`config.mk`:
```
export PLATFORM = sky130hd
export DESIGN_NAME = ps2_byte_receiver_flat
export DESIGN_NICKNAME = d
export VERILOG_FILES = /design/src/rtl/ps2_byte_receiver_if.sv /design/src/rtl/ps2_byte_receiver.sv /design/src/flat_wrapper.sv
export SDC_FILE = /design/constraint.sdc
export NUM_CORES = 1
export LEC_CHECK = 0
export BUFFER_PORTS_ARGS = -buffer_cell sky130_fd_sc_hd__buf_2
export CORE_UTILIZATION = 59
export DETAILED_ROUTE_END_ITERATION = 8
export PLACE_DENSITY = 0.78
export SLEW_MARGIN = 20
export SYNTH_ARGS = -nofsm -noshare
export SYNTH_HDL_FRONTEND = slang
export SYNTH_SLANG_ARGS = --single-unit
```
`constraint.sdc`:
```
create_clock -name CLOCK_50 -period 2 [get_ports CLOCK_50]
set_input_delay 0.2 -clock CLOCK_50 [delete_from_list [all_inputs] [get_ports CLOCK_50]]
set_output_delay 0.2 -clock CLOCK_50 [all_outputs]
set_load 0.03 [all_outputs]
```
`src/rtl/ps2_byte_receiver_if.sv`:
```
// Result bus of the PS/2 byte receiver: held byte, one-cycle result strobes and busy flag.
interface ps2_byte_receiver_if;
  logic [7:0] DATA;
  logic       VALID;
  logic       PARITY_ERR;
  logic       FRAME_ERR;
  logic       BUSY;

  modport master (output DATA, output VALID, output PARITY_ERR, output FRAME_ERR, output BUSY);
  modport slave  (input  DATA, input  VALID, input  PARITY_ERR, input  FRAME_ERR, input  BUSY);
endinterface

```
`src/rtl/ps2_byte_receiver.sv`:
```
// Receive-only PS/2 deserializer: synchronizes and filters PS2_CLK/PS2_DAT, captures
// 11-bit frames and reports each one as a good byte, a parity error or a framing error.
module ps2_byte_receiver #(
  parameter int unsigned FILTER_LEN     = 8,
  parameter int unsigned TIMEOUT_CYCLES = 100000
) (
  input  logic                 CLOCK_50,
  input  logic                 RESET,
  input  logic                 PS2_CLK,
  input  logic                 PS2_DAT,
  ps2_byte_receiver_if.master  o_rx
);

  localparam int unsigned FLT_W    = 8;
  localparam int unsigned TO_W     = $clog2(TIMEOUT_CYCLES + 1);
  localparam int unsigned BIT_W    = 4;
  localparam int unsigned SHIFT_W  = 10;
  localparam int unsigned LAST_BIT = 11;

  typedef enum logic [1:0] {S_IDLE, S_RECV, S_CHECK} state_t;

  logic [1:0]       r_clk_sync;
  logic [1:0]       r_dat_sync;
  logic [FLT_W-1:0] r_flt_cnt;
  logic             r_fclk;
  logic             r_fall;
  logic             w_dat;

  // Synchronizers plus level filter; r_fall marks the cycle fclk drops to 0.
  always_ff @(posedge CLOCK_50) begin
    if (RESET) begin
      r_clk_sync <= 2'b11;
      r_dat_sync <= 2'b11;
      r_flt_cnt  <= '0;
      r_fclk     <= 1'b1;
      r_fall     <= 1'b0;
    end else begin
      r_clk_sync <= {r_clk_sync[0], PS2_CLK};
      r_dat_sync <= {r_dat_sync[0], PS2_DAT};
      r_fall     <= 1'b0;
      if (r_clk_sync[1] == r_fclk) begin
        r_flt_cnt <= '0;
      end else if (r_flt_cnt == FLT_W'(FILTER_LEN - 1)) begin
        r_fclk    <= ~r_fclk;
        r_flt_cnt <= '0;
        r_fall    <= r_fclk;
      end else begin
        r_flt_cnt <= r_flt_cnt + FLT_W'(1);
      end
    end
  end

  assign w_dat = r_dat_sync[1];

  state_t             r_state,   w_state_nx;
  logic [BIT_W-1:0]   r_bit_cnt, w_bit_cnt_nx;
  logic [TO_W-1:0]    r_to_cnt,  w_to_cnt_nx;
  logic [SHIFT_W-1:0] r_shift,   w_shift_nx;
  logic [7:0]         r_data,    w_data_nx;
  logic               r_valid,   w_valid_nx;
  logic               r_perr,    w_perr_nx;
  logic               r_ferr,    w_ferr_nx;
  logic               r_busy,    w_busy_nx;

  always_ff @(posedge CLOCK_50) begin
    if (RESET) begin
      r_state   <= S_IDLE;
      r_bit_cnt <= '0;
      r_to_cnt  <= '0;
      r_shift   <= '0;
      r_data    <= '0;
      r_valid   <= 1'b0;
      r_perr    <= 1'b0;
      r_ferr    <= 1'b0;
      r_busy    <= 1'b0;
    end else begin
      r_state   <= w_state_nx;
      r_bit_cnt <= w_bit_cnt_nx;
      r_to_cnt  <= w_to_cnt_nx;
      r_shift   <= w_shift_nx;
      r_data    <= w_data_nx;
      r_valid   <= w_valid_nx;
      r_perr    <= w_perr_nx;
      r_ferr    <= w_ferr_nx;
      r_busy    <= w_busy_nx;
    end
  end

  // The start bit is known to be 0, so only data, parity and stop are shifted in
  // (LSB-first from the top): after the stop bit, [7:0]=data, [8]=parity, [9]=stop.
  always_comb begin
    w_state_nx   = r_state;
    w_bit_cnt_nx = r_bit_cnt;
    w_to_cnt_nx  = r_to_cnt;
    w_shift_nx   = r_shift;
    w_data_nx    = r_data;
    w_valid_nx   = 1'b0;
    w_perr_nx    = 1'b0;
    w_ferr_nx    = 1'b0;
    unique case (r_state)
      S_IDLE: begin
        if (r_fall && !w_dat) begin
          w_state_nx   = S_RECV;
          w_bit_cnt_nx = BIT_W'(1);
          w_to_cnt_nx  = '0;
        end
      end
      S_RECV: begin
        if (r_fall) begin
          w_shift_nx   = {w_dat, r_shift[SHIFT_W-1:1]};
          w_bit_cnt_nx = r_bit_cnt + BIT_W'(1);
          w_to_cnt_nx  = '0;
          if (r_bit_cnt == BIT_W'(LAST_BIT - 1)) w_state_nx = S_CHECK;
        end else if (r_to_cnt == TO_W'(TIMEOUT_CYCLES - 1)) begin
          w_ferr_nx   = 1'b1;
          w_to_cnt_nx = '0;
          w_state_nx  = S_IDLE;
        end else begin
          w_to_cnt_nx = r_to_cnt + TO_W'(1);
        end
      end
      S_CHECK: begin
        w_state_nx = S_IDLE;
        if (!r_shift[9]) begin
          w_ferr_nx = 1'b1;
        end else if ((^r_shift[8:0]) == 1'b0) begin
          w_perr_nx = 1'b1;
        end else begin
          w_valid_nx = 1'b1;
          w_data_nx  = r_shift[7:0];
        end
      end
      default: w_state_nx = S_IDLE;
    endcase
    w_busy_nx = (w_state_nx != S_IDLE);
  end

  assign o_rx.DATA       = r_data;
  assign o_rx.VALID      = r_valid;
  assign o_rx.PARITY_ERR = r_perr;
  assign o_rx.FRAME_ERR  = r_ferr;
  assign o_rx.BUSY       = r_busy;

endmodule

```
`src/flat_wrapper.sv`:
```
// flat-port wrapper written by rule: the top's interface ports become plain ports
module ps2_byte_receiver_flat 
#(
  parameter int unsigned FILTER_LEN     = 8,
  parameter int unsigned TIMEOUT_CYCLES = 100000
)
  (CLOCK_50, RESET, PS2_CLK, PS2_DAT, o_rx_DATA, o_rx_VALID, o_rx_PARITY_ERR, o_rx_FRAME_ERR, o_rx_BUSY);
  ps2_byte_receiver_if o_rx_i ();
  input  logic CLOCK_50;
  input  logic RESET;
  input  logic PS2_CLK;
  input  logic PS2_DAT;
  output wire logic [$bits(o_rx_i.DATA)-1:0] o_rx_DATA;
  output wire logic [$bits(o_rx_i.VALID)-1:0] o_rx_VALID;
  output wire logic [$bits(o_rx_i.PARITY_ERR)-1:0] o_rx_PARITY_ERR;
  output wire logic [$bits(o_rx_i.FRAME_ERR)-1:0] o_rx_FRAME_ERR;
  output wire logic [$bits(o_rx_i.BUSY)-1:0] o_rx_BUSY;
  assign o_rx_DATA = o_rx_i.DATA;
  assign o_rx_VALID = o_rx_i.VALID;
  assign o_rx_PARITY_ERR = o_rx_i.PARITY_ERR;
  assign o_rx_FRAME_ERR = o_rx_i.FRAME_ERR;
  assign o_rx_BUSY = o_rx_i.BUSY;
  ps2_byte_receiver #(.FILTER_LEN(FILTER_LEN), .TIMEOUT_CYCLES(TIMEOUT_CYCLES)) u_core (.CLOCK_50(CLOCK_50), .RESET(RESET), .PS2_CLK(PS2_CLK), .PS2_DAT(PS2_DAT), .o_rx(o_rx_i));
endmodule
```
==> impl_metrics.json <==
{
  "outcome": "completed",
  "core-area_um2": 4090,
  "post-dp-hpwl_mm": 3.11,
  "cts_max_path_buffers": 2,
  "overflow": 0,
  "critPathArrivalTime_ns": 2.10,
  "wl_per_cell_um": 12.5,
  "synth_adder_area_share_pct": 3.41,
  "ys_types": 40,
  "stdcell_area_um2": 2960,
  "ant_nets": 0,
  "layout.cells.most_common": "dfxtp_1",
  "worstMarginPinSlew_ns": 0.431,
  "io_pins": 16,
  "rows": 23,
  "viasPerCell": 5.38,
  "power.total_w": 0.00226,
  "max_freq_mhz": 535,
  "rr_endpoint": "u_core.r_to_cnt[15]",
  "tns_ns": 0,
  "fin_cells": 370,
  "avgSynthCellArea_um2": 8.91,
  "wirelength_mm": 4.61,
  "synth_top_area_share_pct": 46.0,
  "syn_area_um2": 2570,
  "num-nets-final": 326,
  "crit_type": "register to register",
  "critPathRequiredTime_ns": 2.23,
  "finClkSkew_ns": 0.00811,
  "cts_sinks": 59,
  "area_growth_pct": 15.3,
  "slowest_delay_ns": 0.42,
  "grt_setup_unrepaired": "false",
  "hold_path_end": "u_core.r_clk_sync[0]",
  "min_from": "PS2_CLK",
  "htreeDepth": 3,
  "cp_cell_sequence": "inv_1 -> ha_1 -> nand2b_1 -> a211o_2 -> nor3_1 -> xnor2_1 -> nor2_1",
  "hold_path_depth": 2,
  "synth_area_leaders": "dfxtp_1 46%, nor2_1 6.3%, nand2_1 6.0%, xnor2_1 5.5%, ha_1 3.4%",
  "yosysWarnings": 0,
  "die_w_um": 68.0,
  "cts_made_buffers": 9,
  "num_vias": 1989,
  "ys_seq_area_share_pct": 46.0,
  "drtPass1Iterations": 4,
  "hold_viol_final": 0,
  "synthXorXnorAreaFrac_pct": 10.8,
  "synth_largest_area_cell": "dfxtp_1",
  "power.leakage_nw": 1.17,
  "crit_buf_inv": 1,
  "drc_errors": 0,
  "r2r-start": "u_core.r_state[1]",
  "antenna_found_initial": 0,
  "post-route-period-util_pct": 93.4,
  "clk_pin_slew_ns": 0.06,
  "die_h_um": 68.0,
  "finalWeightedCongestion": 0.916,
  "dpl_cell_area_um2": 2720,
  "utilization_pct": 72.4,
  "synth_nets": 299,
  "grt_max_degree": 26,
  "maxCapViolations": 0,
  "cts_tree": "yes",
  "reg2reg_slack_ns": 0.13,
  "powerDensity_nw_per_um2": 762,
  "cp_top_family": "simple AND/OR/NAND/NOR gates",
  "synth_top_family_by_area": "simple AND/OR/NAND/NOR gates",
  "start_util_pct": 62.8,
  "yosys.area_share.simple_pct": 24.6,
  "cts-root-buf": "clkbuf_8",
  "grt_pass1_wl_mm": 7.65,
  "cts_hold_buf": 0,
  "cp-start-kind": "register",
  "antenna_cells": 0,
  "setup_viol": 0,
  "slew_headroom_pct": 71.3,
  "layout_common_cells": "58 x dfxtp_1, 43 x nor2_1, 41 x nand2_1, 16 x xnor2_1, 15 x buf_2",
  "portBuffers": 15,
  "grt_use_total_pct": 22.8,
  "synth-compound-area-share_pct": 7.36,
  "irDropWorstVdd_uv": 553,
  "path_max_fanout": 8,
  "clkLatencyLatePin_ns": 0.33,
  "grt_pass1_vias": 1833,
  "drt_iter0_drc": 92,
  "fp.dieArea_um2": 4620,
  "slew_violations": 0,
  "slowest_stage": "a211o_2",
  "place_inst": 353,
  "r2r_cells": 7,
  "muxShareOfSynthArea_pct": 4.00,
  "endpoint_kind": "register",
  "synthCells": 288,
  "min_path_type": "input pin to register",
  "fin_crit_ns": 1.87,
  "drive_gt1_share_pct": 16.6,
  "yosys_register_bits": 59
}
[power breakdown]
group | switching (W) | internal [W] | total, W
Combinational | 0.0000203 | 0.0000121 | 0.0000324
Clock | 0.000440 | 0.000602 | 0.00104
Sequential | 0.00000230 | 0.00118 | 0.00118
[layout make-up]
class | instances | area, um^2
Timing Repair Buffer | 24 | 168
Tap cell | 50 | 62.6
Clock inverter | 5 | 52.6
Multi-Input combinational cell | 210 | 1310
Clock buffer | 11 | 141
Inverter | 11 | 41.3
Sequential cell | 59 | 1180
Fill cell | 305 | 1130
[cells in the mapped netlist]
library cell    n
xnor3_2         1
nand2_1        41
o21ai_0         4
o21bai_2        1
mux2i_1         8
mux2i_4         1
o41ai_1         1
xnor2_1        16
a21oi_1        14
nor4_1          3
nor4bb_1        1
a22oi_1         1
clkbuf_8        2
o21a_1          1
or3_1           4
xor2_1         10
ha_1            7
nor3b_1         2
and4_1          2
xnor3_4         1
and2_1          1
dlygate4sd1_1   1
nand4_1         5
nand2b_1        1
a31oi_1         2
a21boi_1        1
a211o_1         2
nor2_1         43
buf_2           1
clkbuf_1        4
and3_1          5
nand3_1         9
nand4b_1        1
dfxtp_1        59
a32oi_1         3
nand3b_1        1
or2_2           4
nor4b_1         1
inv_1          11
nor3_1         12
[flip-flops by register name, indices dropped and copies added, names as in the netlist]
register,flops
u_core.o_rx.DATA,8
u_core.o_rx.PARITY_ERR,1
u_core.r_flt_cnt,8
u_core.o_rx.FRAME_ERR,1
u_core.r_to_cnt,17
u_core.r_fclk,1
u_core.r_clk_sync,2
u_core.r_shift,10
u_core.o_rx.BUSY,1
u_core.o_rx.VALID,1
u_core.r_fall,1
u_core.r_bit_cnt,4
u_core.r_state,2
u_core.r_dat_sync,2
[per-layer routing]
layer	global-route usage, %	vias to the layer above	share of wire (%)	wire, um
li1	-	1033	-	-
met1	25.2	913	46	2140
met2	38.0	34	48	2220
met3	8.00	9	3.9	180
met4	12.5	0	1.5	69
met5	0	-	0	0
[worst max-delay path by stage]
stage          slack [ns]                   to              start  depth (start not counted)
2_1_floorplan        0.17  u_core.r_to_cnt[10]  u_core.r_state[0]                          8
3_3_place_gp         0.14  u_core.r_to_cnt[13]  u_core.r_state[0]                          7
3_5_place_dp         0.05  u_core.r_to_cnt[13]  u_core.r_state[0]                          7
4_1_cts              0.04  u_core.r_to_cnt[13]  u_core.r_state[0]                          7
5_1_grt              0.03  u_core.r_to_cnt[15]  u_core.r_state[0]                          7
6_report             0.13  u_core.r_to_cnt[15]  u_core.r_state[1]                          7
[through the flow]
| step | setup WS [ns] | hold WS, ns |
|---|---|---|
| floorplan | 0.173 | 0.304 |
| global placement | 0.143 | 0.391 |
| detailed placement | 0.0519 | 0.395 |
| CTS | 0.0405 | 0.0474 |
| global route | 0.0342 | 0.0424 |
| finish | 0.131 | 0.0601 |
[cells by family (layout without fill, tap and decap cells)]
family          count (synthesis)  count (layout)
flops                          59              59
buf+inv                        19              51
mux                             9               9
compound gates                 30              30
simple gates                  136             136
xor+xnor                       28              28
fa+ha+maj                       7               7
[what timing repair did]
action | 4_1_cts | 5_1_grt
endpoints found under the setup margin | 0 | 12
gates resized for setup | 0 | 6
setup buffers | 0 | 1
No activity file was read; power rests on OpenSTA's default activity.
